### src/rtl/rtc_edit_pkg.sv
// Shared types and field-table constants for the RTC field editor.
// Holds the edit-mode and FSM enums plus per-field address/range limits.
package rtc_edit_pkg;

   typedef enum logic [1:0] {CRONO, HORA, FECHA} mode_e;

   typedef enum logic [2:0] {IDLE, RD_REQ, EDIT, WR_REQ, EXIT_WR} state_e;

   typedef struct packed {
      logic [7:0] addr;
      logic [7:0] vmin;
      logic [7:0] vmax;
   } field_t;

   localparam field_t HORA_HH  = '{addr: 8'h23, vmin: 8'h00, vmax: 8'h23};
   localparam field_t HORA_MM  = '{addr: 8'h22, vmin: 8'h00, vmax: 8'h59};
   localparam field_t HORA_SS  = '{addr: 8'h21, vmin: 8'h00, vmax: 8'h59};
   localparam field_t FECHA_DD = '{addr: 8'h24, vmin: 8'h01, vmax: 8'h31};
   localparam field_t FECHA_MM = '{addr: 8'h25, vmin: 8'h01, vmax: 8'h12};
   localparam field_t FECHA_YY = '{addr: 8'h26, vmin: 8'h00, vmax: 8'h99};
   localparam field_t CRONO_HH = '{addr: 8'h43, vmin: 8'h00, vmax: 8'h23};
   localparam field_t CRONO_MM = '{addr: 8'h42, vmin: 8'h00, vmax: 8'h59};
   localparam field_t CRONO_SS = '{addr: 8'h41, vmin: 8'h00, vmax: 8'h59};

   // Out-of-range indices fall back to the first field of the mode.
   function automatic field_t field_lookup(input mode_e mode, input int unsigned idx);
      field_t f;
      unique case (mode)
         HORA:    f = (idx == 1) ? HORA_MM  : (idx == 2) ? HORA_SS  : HORA_HH;
         FECHA:   f = (idx == 1) ? FECHA_MM : (idx == 2) ? FECHA_YY : FECHA_DD;
         default: f = (idx == 1) ? CRONO_MM : (idx == 2) ? CRONO_SS : CRONO_HH;
      endcase
      return f;
   endfunction

   function automatic logic is_bcd(input logic [7:0] v);
      return (v[7:4] <= 4'd9) && (v[3:0] <= 4'd9);
   endfunction

endpackage

### src/rtl/rtc_field_table.sv
// Combinational lookup of RTC register address and BCD limits
// for the field selected by (mode, cursor).
module rtc_field_table
   import rtc_edit_pkg::*;
#(
   parameter int ADDR_W = 8,
   parameter int CUR_W  = 2
) (
   input  mode_e             mode,
   input  logic [CUR_W-1:0]  cursor,
   output logic [ADDR_W-1:0] addr,
   output logic [7:0]        fmin,
   output logic [7:0]        fmax
);

   field_t f;

   always_comb begin
      f    = field_lookup(mode, 32'(cursor));
      addr = ADDR_W'(f.addr);
      fmin = f.vmin;
      fmax = f.vmax;
   end

endmodule

### src/rtl/rtc_field_editor.sv
// RTC field editor: reads a BCD field over the RTC bus, edits it with push
// buttons and writes it back. Define RTC_AUTO_REPEAT_EN for held-key repeat.
module rtc_field_editor
   import rtc_edit_pkg::*;
#(
   parameter int ADDR_W     = 8,
   parameter int FIELDS     = 3,
   parameter int REPEAT_DLY = 25000000,
   parameter int REPEAT_PER = 5000000,
   localparam int CUR_W     = (FIELDS > 1) ? $clog2(FIELDS) : 1
) (
   input  logic              clk,
   input  logic              reset,
   input  logic              camb_crono,
   input  logic              camb_hora,
   input  logic              camb_fecha,
   input  logic              reinicio,
   input  logic [3:0]        push,
   output logic              bus_req,
   output logic              bus_we,
   output logic [ADDR_W-1:0] dir_rtc,
   output logic [7:0]        dato,
   input  logic              bus_ack,
   input  logic [7:0]        dato_rtc,
   output logic [CUR_W-1:0]  cursor,
   output logic [7:0]        edit_val,
   output logic              editing
);

   state_e            state_q, state_d;
   mode_e             mode_q, mode_d;
   logic [CUR_W-1:0]  cursor_q, cursor_d, pend_q, pend_d, cur_nxt;
   logic [7:0]        edit_val_q, edit_val_d;
   logic              dirty_q, dirty_d;
   logic [3:0]        push_q, push_d, push_dly_q, push_dly_d, edge_v;
   logic              cur_r, cur_l, cur_mv, inc_step, dec_step, rep_inc, rep_dec;
   logic [ADDR_W-1:0] fld_addr;
   logic [7:0]        fld_min, fld_max;

   rtc_field_table #(.ADDR_W(ADDR_W), .CUR_W(CUR_W)) u_table (
      .mode   (mode_q),
      .cursor (cursor_q),
      .addr   (fld_addr),
      .fmin   (fld_min),
      .fmax   (fld_max)
   );

   function automatic logic [7:0] bcd_inc(input logic [7:0] v);
      return (v[3:0] == 4'd9) ? {v[7:4] + 4'd1, 4'd0} : {v[7:4], v[3:0] + 4'd1};
   endfunction

   function automatic logic [7:0] bcd_dec(input logic [7:0] v);
      return (v[3:0] == 4'd0) ? {v[7:4] - 4'd1, 4'd9} : {v[7:4], v[3:0] - 4'd1};
   endfunction

   assign edge_v = push_q & ~push_dly_q;
   assign cur_r  = edge_v[0] & ~edge_v[1];
   assign cur_l  = edge_v[1] & ~edge_v[0];
   assign cur_mv = cur_r | cur_l;

`ifdef RTC_AUTO_REPEAT_EN
   localparam int CNT_W = $clog2(((REPEAT_DLY > REPEAT_PER) ? REPEAT_DLY : REPEAT_PER) + 1);
   logic [CNT_W-1:0] rep_cnt_q, rep_cnt_d;
   logic             rep_ph_q, rep_ph_d;

   // rep_ph_q selects the initial delay (0) or the repeat period (1).
   always_comb begin
      rep_cnt_d = '0;
      rep_ph_d  = 1'b0;
      rep_inc   = 1'b0;
      rep_dec   = 1'b0;
      if (state_q == EDIT && (push_q[2] ^ push_q[3]) && !cur_mv) begin
         if (edge_v[2] | edge_v[3]) begin
            rep_cnt_d = CNT_W'(1);
         end else if (rep_cnt_q == (rep_ph_q ? CNT_W'(REPEAT_PER) : CNT_W'(REPEAT_DLY))) begin
            rep_cnt_d = CNT_W'(1);
            rep_ph_d  = 1'b1;
            rep_inc   = push_q[2];
            rep_dec   = push_q[3];
         end else begin
            rep_cnt_d = rep_cnt_q + CNT_W'(1);
            rep_ph_d  = rep_ph_q;
         end
      end
   end

   always_ff @(posedge clk or negedge reset) begin
      if (!reset) begin
         rep_cnt_q <= '0;
         rep_ph_q  <= 1'b0;
      end else begin
         rep_cnt_q <= rep_cnt_d;
         rep_ph_q  <= rep_ph_d;
      end
   end
`else
   logic unused_rep;
   assign rep_inc    = 1'b0;
   assign rep_dec    = 1'b0;
   assign unused_rep = ^{REPEAT_DLY, REPEAT_PER};
`endif

   assign inc_step = (edge_v[2] & ~edge_v[3]) | rep_inc;
   assign dec_step = (edge_v[3] & ~edge_v[2]) | rep_dec;

   always_comb begin
      state_d    = state_q;
      mode_d     = mode_q;
      cursor_d   = cursor_q;
      pend_d     = pend_q;
      edit_val_d = edit_val_q;
      dirty_d    = dirty_q;
      push_d     = push;
      push_dly_d = push_q;
      cur_nxt    = cursor_q;
      if (cur_r)
         cur_nxt = (cursor_q == CUR_W'(FIELDS - 1)) ? '0 : cursor_q + CUR_W'(1);
      else if (cur_l)
         cur_nxt = (cursor_q == '0) ? CUR_W'(FIELDS - 1) : cursor_q - CUR_W'(1);

      unique case (state_q)
         IDLE: begin
            if (camb_crono | camb_hora | camb_fecha) begin
               mode_d   = camb_crono ? CRONO : (camb_hora ? HORA : FECHA);
               cursor_d = '0;
               state_d  = RD_REQ;
            end
         end
         RD_REQ: begin
            if (bus_ack) begin
               edit_val_d = is_bcd(dato_rtc) ? dato_rtc : fld_min;
               dirty_d    = !is_bcd(dato_rtc);
               state_d    = EDIT;
            end
         end
         EDIT: begin
            if (!(camb_crono | camb_hora | camb_fecha)) begin
               state_d = dirty_q ? EXIT_WR : IDLE;
            end else if (cur_mv) begin
               // A dirty field is flushed first; the move lands on the write ack.
               if (dirty_q) begin
                  pend_d  = cur_nxt;
                  state_d = WR_REQ;
               end else begin
                  cursor_d = cur_nxt;
                  state_d  = RD_REQ;
               end
            end else if (reinicio) begin
               edit_val_d = fld_min;
               dirty_d    = 1'b1;
            end else if (inc_step && !dec_step) begin
               edit_val_d = (edit_val_q >= fld_max) ? fld_min : bcd_inc(edit_val_q);
               dirty_d    = 1'b1;
            end else if (dec_step && !inc_step) begin
               edit_val_d = (edit_val_q <= fld_min) ? fld_max : bcd_dec(edit_val_q);
               dirty_d    = 1'b1;
            end
         end
         WR_REQ: begin
            if (bus_ack) begin
               dirty_d  = 1'b0;
               cursor_d = pend_q;
               state_d  = RD_REQ;
            end
         end
         EXIT_WR: begin
            if (bus_ack) begin
               dirty_d = 1'b0;
               state_d = IDLE;
            end
         end
         default: state_d = IDLE;
      endcase

      bus_req  = (state_q == RD_REQ) || (state_q == WR_REQ) || (state_q == EXIT_WR);
      bus_we   = (state_q == WR_REQ) || (state_q == EXIT_WR);
      dir_rtc  = bus_req ? fld_addr : '0;
      dato     = bus_we ? edit_val_q : '0;
      cursor   = cursor_q;
      edit_val = edit_val_q;
      editing  = (state_q != IDLE);
   end

   always_ff @(posedge clk or negedge reset) begin
      if (!reset) begin
         state_q    <= IDLE;
         mode_q     <= CRONO;
         cursor_q   <= '0;
         pend_q     <= '0;
         edit_val_q <= 8'h00;
         dirty_q    <= 1'b0;
         push_q     <= '0;
         push_dly_q <= '0;
      end else begin
         state_q    <= state_d;
         mode_q     <= mode_d;
         cursor_q   <= cursor_d;
         pend_q     <= pend_d;
         edit_val_q <= edit_val_d;
         dirty_q    <= dirty_d;
         push_q     <= push_d;
         push_dly_q <= push_dly_d;
      end
   end

endmodule

### config.mk
export PLATFORM = sky130hd
export DESIGN_NAME = rtc_field_editor
export DESIGN_NICKNAME = d
export VERILOG_FILES = /design/src/rtl/rtc_edit_pkg.sv /design/src/rtl/rtc_field_table.sv /design/src/rtl/rtc_field_editor.sv
export SDC_FILE = /design/constraint.sdc
export NUM_CORES = 1
export LEC_CHECK = 0
export BUFFER_PORTS_ARGS = -buffer_cell sky130_fd_sc_hd__buf_4
export CORE_MARGIN = 10
export CORE_UTILIZATION = 55
export CTS_BUF_LIST = sky130_fd_sc_hd__clkbuf_8 sky130_fd_sc_hd__clkbuf_16
export DETAILED_ROUTE_END_ITERATION = 6
export PLACE_DENSITY_LB_ADDON = 0.15
export SETUP_SLACK_MARGIN = 0.05
export SLEW_MARGIN = 20
export SYNTH_ARGS = -nofsm -noshare
export SYNTH_HDL_FRONTEND = slang
export SYNTH_SLANG_ARGS = --single-unit
### constraint.sdc
create_clock -name clk -period 3.6 [get_ports clk]
set_clock_uncertainty 0.1 [all_clocks]
set_input_delay 0.36 -clock clk [delete_from_list [all_inputs] [get_ports clk]]
set_output_delay 0.36 -clock clk [all_outputs]
set_load 0.02 [all_outputs]
# After elaboration in Yosys (flattened, before gate mapping)
# Index checks and enable logic that the tools add are counted.
dict set report word_totals {
  register_bits 26
  in_bits 19
  output_inout_bits 29
}
dict set report op_classes {
  add_sub_neg 6
  n_lt_le_gt_ge 4
  eq_ne 22
  n_mux 50
  bitwise 13
  reduce_logical 24
}
# cell count
set ops {}
lappend ops {{two-way mux 8 bit} 13}
lappend ops {{two-way mux 24 bit} 3}
lappend ops {{two-way mux 18 bit} 3}
lappend ops {{case mux 24 bit (2 select lines)} 1}
lappend ops {{two-way mux 2 bit} 12}
lappend ops {{two-way mux 3 bit} 7}
lappend ops {{inequality test 2 bit, second input constant} 8}
lappend ops {{case mux 8 bit (2 select lines)} 1}
lappend ops {{case mux 3 bit (5 select lines)} 1}
lappend ops {{AND reduction 6 bit} 2}
lappend ops {{inequality test 5 bit, second input constant} 2}
lappend ops {{AND reduction 5 bit} 2}
lappend ops {{nonzero test 3 bit} 3}
lappend ops {{adder 4 x 1 -> 4 bit, second input constant} 2}
lappend ops {{>= comparator 8 bit} 1}
lappend ops {{less-or-equal comparator 4 bit, second input constant} 2}
lappend ops {{less-or-equal comparator 8 bit} 1}
lappend ops {{subtractor 4 x 1 -> 4 bit, second input constant} 2}
lappend ops {{two-way mux 1 bit} 7}
lappend ops {{AND reduction 7 bit} 1}
lappend ops {{equality test 3 x 2 -> 1 bit, second input constant} 2}
lappend ops {{case mux 2 bit (3 select lines)} 1}
lappend ops {{AND 1 bit} 4}
lappend ops {{AND 4 bit} 1}
lappend ops {{other kinds (24)} 37}

# Logic depth before layout (Yosys ltp)
# Gate-level depths: netlist of run 1.
dict set report logic_depth {
  ltp_word 12
  mapped_depth 13
  ltp_nobuf 11
}

# Modules after synthesis
# Synthesis of run 1 repeated with hierarchy kept, for this count alone.
dict set report unflattened {
  hier_cells 329
  hier_area_um2 2681.3
}
# mod instances cells_each area_per_inst_um2
set modules_own_cells {}
lappend modules_own_cells {rtc_field_editor 1 290 2401.1}
lappend modules_own_cells {rtc_field_table 1 39 280.3}

# Least setup slack after synthesis of run 1
# Ideal clock, no wire load.
dict set report synth_path {
  kind {reg2reg}
  from {register mode_q[0]}
  to {register edit_val_q[2] (netlist: edit_val[2])}
  t_arrival_ns 2.869
  t_required_ns 3.434
  path_slack_ns 0.565
  path_stages_with_launch 14
  synth_period_minus_slack_ns 3.035
  cell_sequence {dfrtp_1 > inv_1 > ha_1 > clkbuf_1 > nor2b_1 > o2bb2ai_1 > inv_1 > ha_1 > a2111oi_0 > o21a_1 > buf_2 > nand3_1 > o311ai_0 > a22o_1}
}
dict set report synth_between {
  elab_chain_cells 10
  word_cells_on_any_way 15
  cone_classes {order compare (2); eq/ne (2); mux (11)}
}
# element line_no
set synth_rtl {}
lappend synth_rtl {{start: declaration} rtc_field_editor.sv:31} ;# mode_e mode_q, mode_d;
lappend synth_rtl {{start signal: assignment} rtc_field_editor.sv:196} ;# mode_q <= mode_d;
lappend synth_rtl {{equality test 2 bit / equality test 2 x 1 -> 1 bit (equally long branches)} rtc_edit_pkg.sv:28} ;# unique case (mode)
lappend synth_rtl {{case mux 24 bit (2 select lines) (*)} rtc_edit_pkg.sv:28}
lappend synth_rtl {{less-or-equal comparator 8 bit} rtc_field_editor.sv:155} ;# edit_val_d = (edit_val_q <= fld_min) ? fld_max : bcd_dec(edit_val_q);
lappend synth_rtl {{two-way mux 8 bit} rtc_field_editor.sv:155}
lappend synth_rtl {{two-way mux 8 bit} rtc_field_editor.sv:154} ;# end else if (dec_step && !inc_step) begin
lappend synth_rtl {{two-way mux 8 bit} rtc_field_editor.sv:151} ;# end else if (inc_step && !dec_step) begin
lappend synth_rtl {{two-way mux 8 bit} rtc_field_editor.sv:148} ;# end else if (reinicio) begin
lappend synth_rtl {{two-way mux 8 bit} rtc_field_editor.sv:139} ;# end else if (cur_mv) begin
lappend synth_rtl {{two-way mux 8 bit} rtc_field_editor.sv:137} ;# if (!(camb_crono | camb_hora | camb_fecha)) begin
lappend synth_rtl {{case mux 8 bit (2 select lines) (*)} rtc_field_editor.sv:121} ;# unique case (state_q)
lappend synth_rtl {{end signal: assignment} rtc_field_editor.sv:199} ;# edit_val_q <= edit_val_d;
lappend synth_rtl {{end: declaration} rtc_field_editor.sv:33} ;# logic [7:0] edit_val_q, edit_val_d;
# Every way passes the cells marked *; elsewhere a longest branch is shown, timed or not. The select of a mux whose other input is x is not followed.
# A chain may end at the register's enable or synchronous reset.

# Worst setup path in the final report of run 1
dict set report layout_path {
  from {register mode_q[0]}
  to {register edit_val_q[0] (netlist: edit_val[0])}
}
# Same word-level chain as after synthesis.

==> metrics.yaml, run 1 <==
cp_max_fo: 9
syn_inst: 303
grt_max_degree: 27
initial_core_util_pct: 57.0
finish.utilization_pct: 66.0
rows: 24
holdWs_ns: 0.0812
syn_to_final_growth_pct: 15.8
yosysUniqueCellTypes: 64
p_sw_mw: 1.34
yosys_warnings: 0
use_met2_pct: 27.4
drt_wl_total_mm: 6.45
maxSlewViolCount: 0
synth-async-reset-ratio_pct: 100
finalCriticalPeriod_ns: 3.22
tns_ns: 0
track_usage_pct: 17.1
fin_area_um2: 2890
seqPwrFrac_pct: 21.2
root_buffer: "clkbuf_8"
p_clk_share_pct: 7.5
cpMaxStageDelayCell: "or4b_4"
gr-usage-met3_pct: 3.28
crit_path_cell_trace: "inv_1, ha_1, nor3_1, buf_4, ha_1, or4b_4, nor2_1, nor2_1, o21ai_0, o221ai_1, a22o_1"
ir_worst_vdd_mv: 0.371
finalCritPeriodShare_pct: 89.5
grt_pass1_vias: 2193
combPwrFrac_pct: 71.2
worstPathArrival_ns: 3.30
switching_share_pct: 51.6
place_area_um2: 2830
h-tree-depth: 1
antenna_left: 0
ys.flop_type: "dfrtp_1"
postCtsSetupBuffers: 0
via_count: 2317
diodes: 0
antenna_found_initial: 0
drt_drc_violations_left: 0
dr.pass1.iters: 5
ys_ff_latch: 26
critPathCaptureType: "flip-flop"
core_um2: 4380
nets: 383
synth_area_per_cell_um2: 8.25
met1_usage_pct: 22.7
drv_cap: 0
multi_input_area_um2: 1670
synth-seq-area-share_pct: 26.0
hold_violations: 0
vias_per_cell: 5.93
outcome: "complete, no violations"
top_usage_layer: "met2"
cts_buffers: 3
pin_count: 48
wl_per_cell_um: 16.5
hpwl_mm: 5.11
grt_remaining_overflow: 0
power.density_nw_per_um2: 896
io_buffers: 44
fillers: 375
p_int_mw: 1.25
synth_area_leaders: "dfrtp_1 (26%), ha_1 (12%), a21oi_1 (4.4%)"
cts_sinks: 26
worstSkewPairLatency_ns: 0.28
synth_area_leader_cell: "dfrtp_1"
start_kind: "flip-flop"
synth_edf_count: 0
worstPathRequired_ns: 3.67
clkTransAtPathRegs_ns: 0.09
drive_gt1_share_pct: 21.2
dr.first_iter.drc_count: 160
cts_tree: "built"
regArea_um2: 651
max_slew_margin_pct: 60.0
clockBufferDepth: 2
tightest_slew_ns: 0.584
synth_top_area_share_pct: 26.0
crit_type: "reg -> reg"
gp_congestion: 0.944
die_area_um2: 7640
rsz0062_at_grt: "no"
final-setup-viol-count: 0
hold_class: "in -> reg"
netlist_area_um2: 2500
fmax_mhz: 310
reg2reg_depth: 11
crit_path_max_incr_delay_ns: 0.48
leakage_nw: 1.30
die_h_um: 87.4
die_w_um: 87.4
whs_path_depth: 1
p_total_mw: 2.59
grt_pass1_wl_mm: 10.8
==> final cells by class <==
class                   instances  share of cell area (%)
repair buffers                 48                    12.5
clock buffers                   4                    1.90
inverters                      23                    2.98
well taps                      52                    2.25
flip-flops and latches         26                    22.5
multi-input cells             238                    57.8
==> metrics by stage <==
step	instances	setup slack, ns
2_1_floorplan	305	0.565
3_3_place_gp	386	0.450
3_5_place_dp	386	0.346
4_1_cts	391	0.312
5_1_grt	391	0.0854
6_report	391	0.378
==> state kept, by name (all words and copies together) (netlist names) <==
signal and cells:
dirty_q 1, pend_q 2, push_dly_q 4, edit_val 8, push_dly_d 4, state_q 3, mode_q 2, cursor 2
==> path summary, 6_finish.rpt <==
kind / from / endpoint / slack [ns]
max: mode_q[0] / edit_val[0] / 0.38
min: push[2] / push_dly_d[2] / 0.08
max reg2reg: mode_q[0] / edit_val[0] / 0.38
min reg2reg: push_dly_d[3] / push_dly_q[3] / 0.28
max in group asynchronous: reset / edit_val[2] / 2.72
min in group asynchronous: reset / push_dly_q[1] / 0.42
==> power groups by stage <==
stage / sequential, mW / clock (mW) / combinational (mW)
2_1_floorplan: 0.504 / 0 / 1.35
3_3_place_gp: 0.550 / 0 / 1.82
3_5_place_dp: 0.553 / 0 / 1.83
4_1_cts: 0.547 / 0.198 / 1.84
5_1_grt: 0.571 / 0.211 / 2.05
6_report: 0.550 / 0.195 / 1.85
==> synthesized netlist by cell type, drive strengths merged, types with 2 or more instances <==
master	n
o21bai	2
o211ai	3
a22o	5
a21oi	24
dfrtp	26
xnor2	2
ha	24
o31ai	4
mux2	5
o2bb2ai	3
or4b	2
buf	9
nand3	10
nand2b	9
a41o	2
and4	2
o21ai	24
inv	23
or2	2
clkbuf	9
nor2	26
a31oi	8
or3	3
nand2	15
nor3	6
and2	10
o31a	2
o21a	3
or3b	3
mux2i	4
a211oi	5
nand4	5
nor2b	6
nor4	3
==> repair_timing <==
item | 4_1_cts | 5_1_grt
resized for setup | 0 | 1
hold buffers | 1 | 0
hold endpoints to repair | 26 | 0
setup endpoints to repair | 0 | 1
==> logic make-up after synthesis <==
family,after synthesis,share of synthesized area (%)
buf+inv,41,7.36
xor+xnor,3,1.05
mux,9,4.16
other cells,1,0.150
fa+ha+maj,24,12.0
simple gates,104,23.0
flops,26,26.0
compound gates,95,26.2
==> worst max-delay path: cells and delay by family, from the launching register on <==
family,cells,cell delay [ns]
buf+inv,2,0.22
simple gates,4,0.95
flops,1,0.41
fa+ha+maj,2,0.68
compound gates,3,0.75
==> cells in the final DEF (no fill, tap or decap), types with 4 or more instances in the layout <==
cell / Yosys / routed
buf_4: 3 / 47
nor2_1: 26 / 26
dfrtp_1: 26 / 26
ha_1: 24 / 24
inv_1: 23 / 23
o21ai_0: 22 / 22
a21oi_1: 22 / 22
nand2_1: 15 / 15
nand3_1: 10 / 10
nand2b_1: 9 / 9
and2_1: 9 / 9
a31oi_1: 7 / 7
nor3_1: 6 / 6
nor2b_1: 6 / 6
a211oi_1: 5 / 5
a22o_1: 4 / 4
mux2i_1: 4 / 4
o31ai_1: 4 / 4
nand4_1: 4 / 4
clkbuf_8: 0 / 4
==> per-layer routing <==
layer	share of wire, %	routed length, um	up-vias
met5	0	0	-
met2	48	3070	60
met4	1.3	87	0
met1	45	2910	1089
li1	-	-	1161
met3	5.9	380	7
No activity file was read; power rests on OpenSTA's default activity.
==> run 2, diff against run 1 <==
--- a/config.mk
+++ b/config.mk
@@ -6,7 +6,6 @@
 export NUM_CORES = 1
 export LEC_CHECK = 0
 export BUFFER_PORTS_ARGS = -buffer_cell sky130_fd_sc_hd__buf_4
-export CORE_MARGIN = 10
 export CORE_UTILIZATION = 55
 export CTS_BUF_LIST = sky130_fd_sc_hd__clkbuf_8 sky130_fd_sc_hd__clkbuf_16
 export DETAILED_ROUTE_END_ITERATION = 6
==> run 2 against run 1 <==
Compared with the run above:
- sequential power is essentially flat
- critical path depth is the same
- first-iteration DRC count grew 36%
- cell count shrank 0.51%
- flip-flop and latch count is the same
- count of clock-buffer cells in the layout shrank 1
- via count grew 0.65%
- sequential share of layout area shrank 0.058 points
- register-to-register slack is essentially flat
- die area shrank 37%
- non-clock buffer count shrank 2
- wire length shrank 4.1%
==> metrics.yaml, run 2 (synthesized netlist as in run 1, its figures left out) <==
drive_gt1_share_pct: 21.1
holdWs_ns: 0.0871
clkTransAtPathRegs_ns: 0.10
grt_max_degree: 27
die_area_um2: 4820
r2r-start: "mode_q[0]"
dr.first_iter.drc_count: 218
hold_violations: 0
worstPathArrival_ns: 3.33
crit_path_cell_trace: "inv_1, ha_1, nor2b_1, o2bb2ai_1, inv_1, ha_1, a2111oi_2, o21a_2, nand3_1, o311ai_0, a22o_1"
finalCriticalPeriod_ns: 3.21
clockBufferDepth: 2
power.density_nw_per_um2: 916
vias_per_cell: 5.99
hpwl_mm: 4.74
core_um2: 4350
combPwrFrac_pct: 69.9
rrSetupSlack_ns: 0.39
via_count: 2332
max_slew_margin_pct: 36.4
hold_class: "in -> reg"
syn_to_final_growth_pct: 16.1
grt_pass1_vias: 2131
io_buffers: 44
cts_buffers: 3
cpMaxStageDelayCell: "dfrtp_1"
start_kind: "flip-flop"
grt_pass1_wl_mm: 10.5
reg2reg_depth: 11
fmax_mhz: 311
ir_worst_vdd_mv: 0.414
postCtsSetupBuffers: 0
worstSkewPairLatency_ns: 0.27
whs_path_depth: 1
final_common_cell: "buf_4"
wl_per_cell_um: 15.9
holdCritStartpoint: "push[3]"
crit_type: "reg -> reg"
p_sw_mw: 1.36
maxSlewViolCount: 0
antenna_left: 0
place_area_um2: 2810
drt_drc_violations_left: 0
rows: 24
h-tree-depth: 1
die_h_um: 69.4
worstPathRequired_ns: 3.72
mostFrequentLayoutCells: "buf_4 (45), nor2_1 (26), dfrtp_1 (26)"
fin_area_um2: 2900
cts_sinks: 26
hold_end: "push_dly_d[3]"
drt_wl_total_mm: 6.18
root_buffer: "clkbuf_8"
die_w_um: 69.4
diodes: 0
track_usage_pct: 27.2
regToRegEndpoint: "edit_val[2]"
pin_count: 48
leakage_nw: 1.30
crit_path_max_incr_delay_ns: 0.40
cp_max_fo: 9
tns_ns: 0
gp_congestion: 0.996
critPathCaptureType: "flip-flop"
grt_remaining_overflow: 0
drv_cap: 0
p_int_mw: 1.30
initial_core_util_pct: 57.4
tightest_slew_ns: 0.951
outcome: "complete, no violations"
p_clk_share_pct: 9.3
switching_share_pct: 51.2
dr.pass1.iters: 4
antenna_found_initial: 0
final-setup-viol-count: 0
seqPwrFrac_pct: 20.8
rsz0062_at_grt: "no"
nets: 381
largest_reg_flops: 8
cts_tree: "built"
finalCritPeriodShare_pct: 89.3
## run 2: cell count changes in the layout (fill, tap and decap cells not counted)
cell	change
a2111oi_2	+1
a2111oi_0	-1
clkbuf_8	-1
bufinv_16	+1
buf_4	-2
## run 2: through the flow
step                      instances  power [mW]  utilization (%)  worst slack, ns
after global placement          384        2.32             64.6            0.306
after CTS                       389        2.61             66.4            0.153
after global routing            389        2.89             66.6            0.145
after detailed placement        384        2.36             64.6            0.182
after floorplan                 305        1.85                -            0.565
final                           389        2.66             66.6            0.387
## run 2: cell type report
cell class / instances / area [um^2]
inverter: 23 / 86.3
clock buffer: 3 / 41.3
multi-input combinational: 238 / 1680
sequential: 26 / 651
tap: 52 / 65.1
clock inverter: 1 / 30.0
fill: 372 / 1450
timing repair buffer: 46 / 348
## run 2: worst max path at each step
stage | start | to | slack, ns | depth (start not counted)
after floorplan | mode_q[0] | edit_val[2] | 0.56 | 13
after detailed placement | mode_q[0] | edit_val[2] | 0.18 | 11
after global routing | mode_q[0] | edit_val[2] | 0.15 | 11
final | mode_q[0] | edit_val[2] | 0.39 | 11
after global placement | mode_q[0] | edit_val[2] | 0.31 | 11
after CTS | mode_q[0] | edit_val[2] | 0.15 | 11
## run 2: worst max-delay path, delay by kind of cell, from the launching register on
family / cells / cell delay, ns
compound gates: 5 / 1.42
fa+ha+maj: 2 / 0.69
buf+inv: 2 / 0.15
flops: 1 / 0.40
simple gates: 2 / 0.40
## run 2: metal layers
metal	wire length [um]	GRT usage (%)
met2	2870	42.7
met1	2910	39.9
met5	0	0
met4	71	6.35
met3	336	3.49
## run 2: power groups by stage
stage               Sequential [mW]  Combinational (mW)  Clock, mW
floorplan                     0.504                1.35          0
global placement              0.548                1.77          0
detailed placement            0.555                1.80          0
CTS                           0.548                1.81      0.253
global route                  0.576                2.05      0.263
finish                        0.553                1.86      0.246
## run 2: timing repair
| action | 4_1_cts | 5_1_grt |
|---|---|---|
| resized for setup | 0 | 3 |
| hold buffers | 1 | 0 |
| endpoints found under the hold margin | 26 | 0 |
| endpoints found under the setup margin | 0 | 6 |
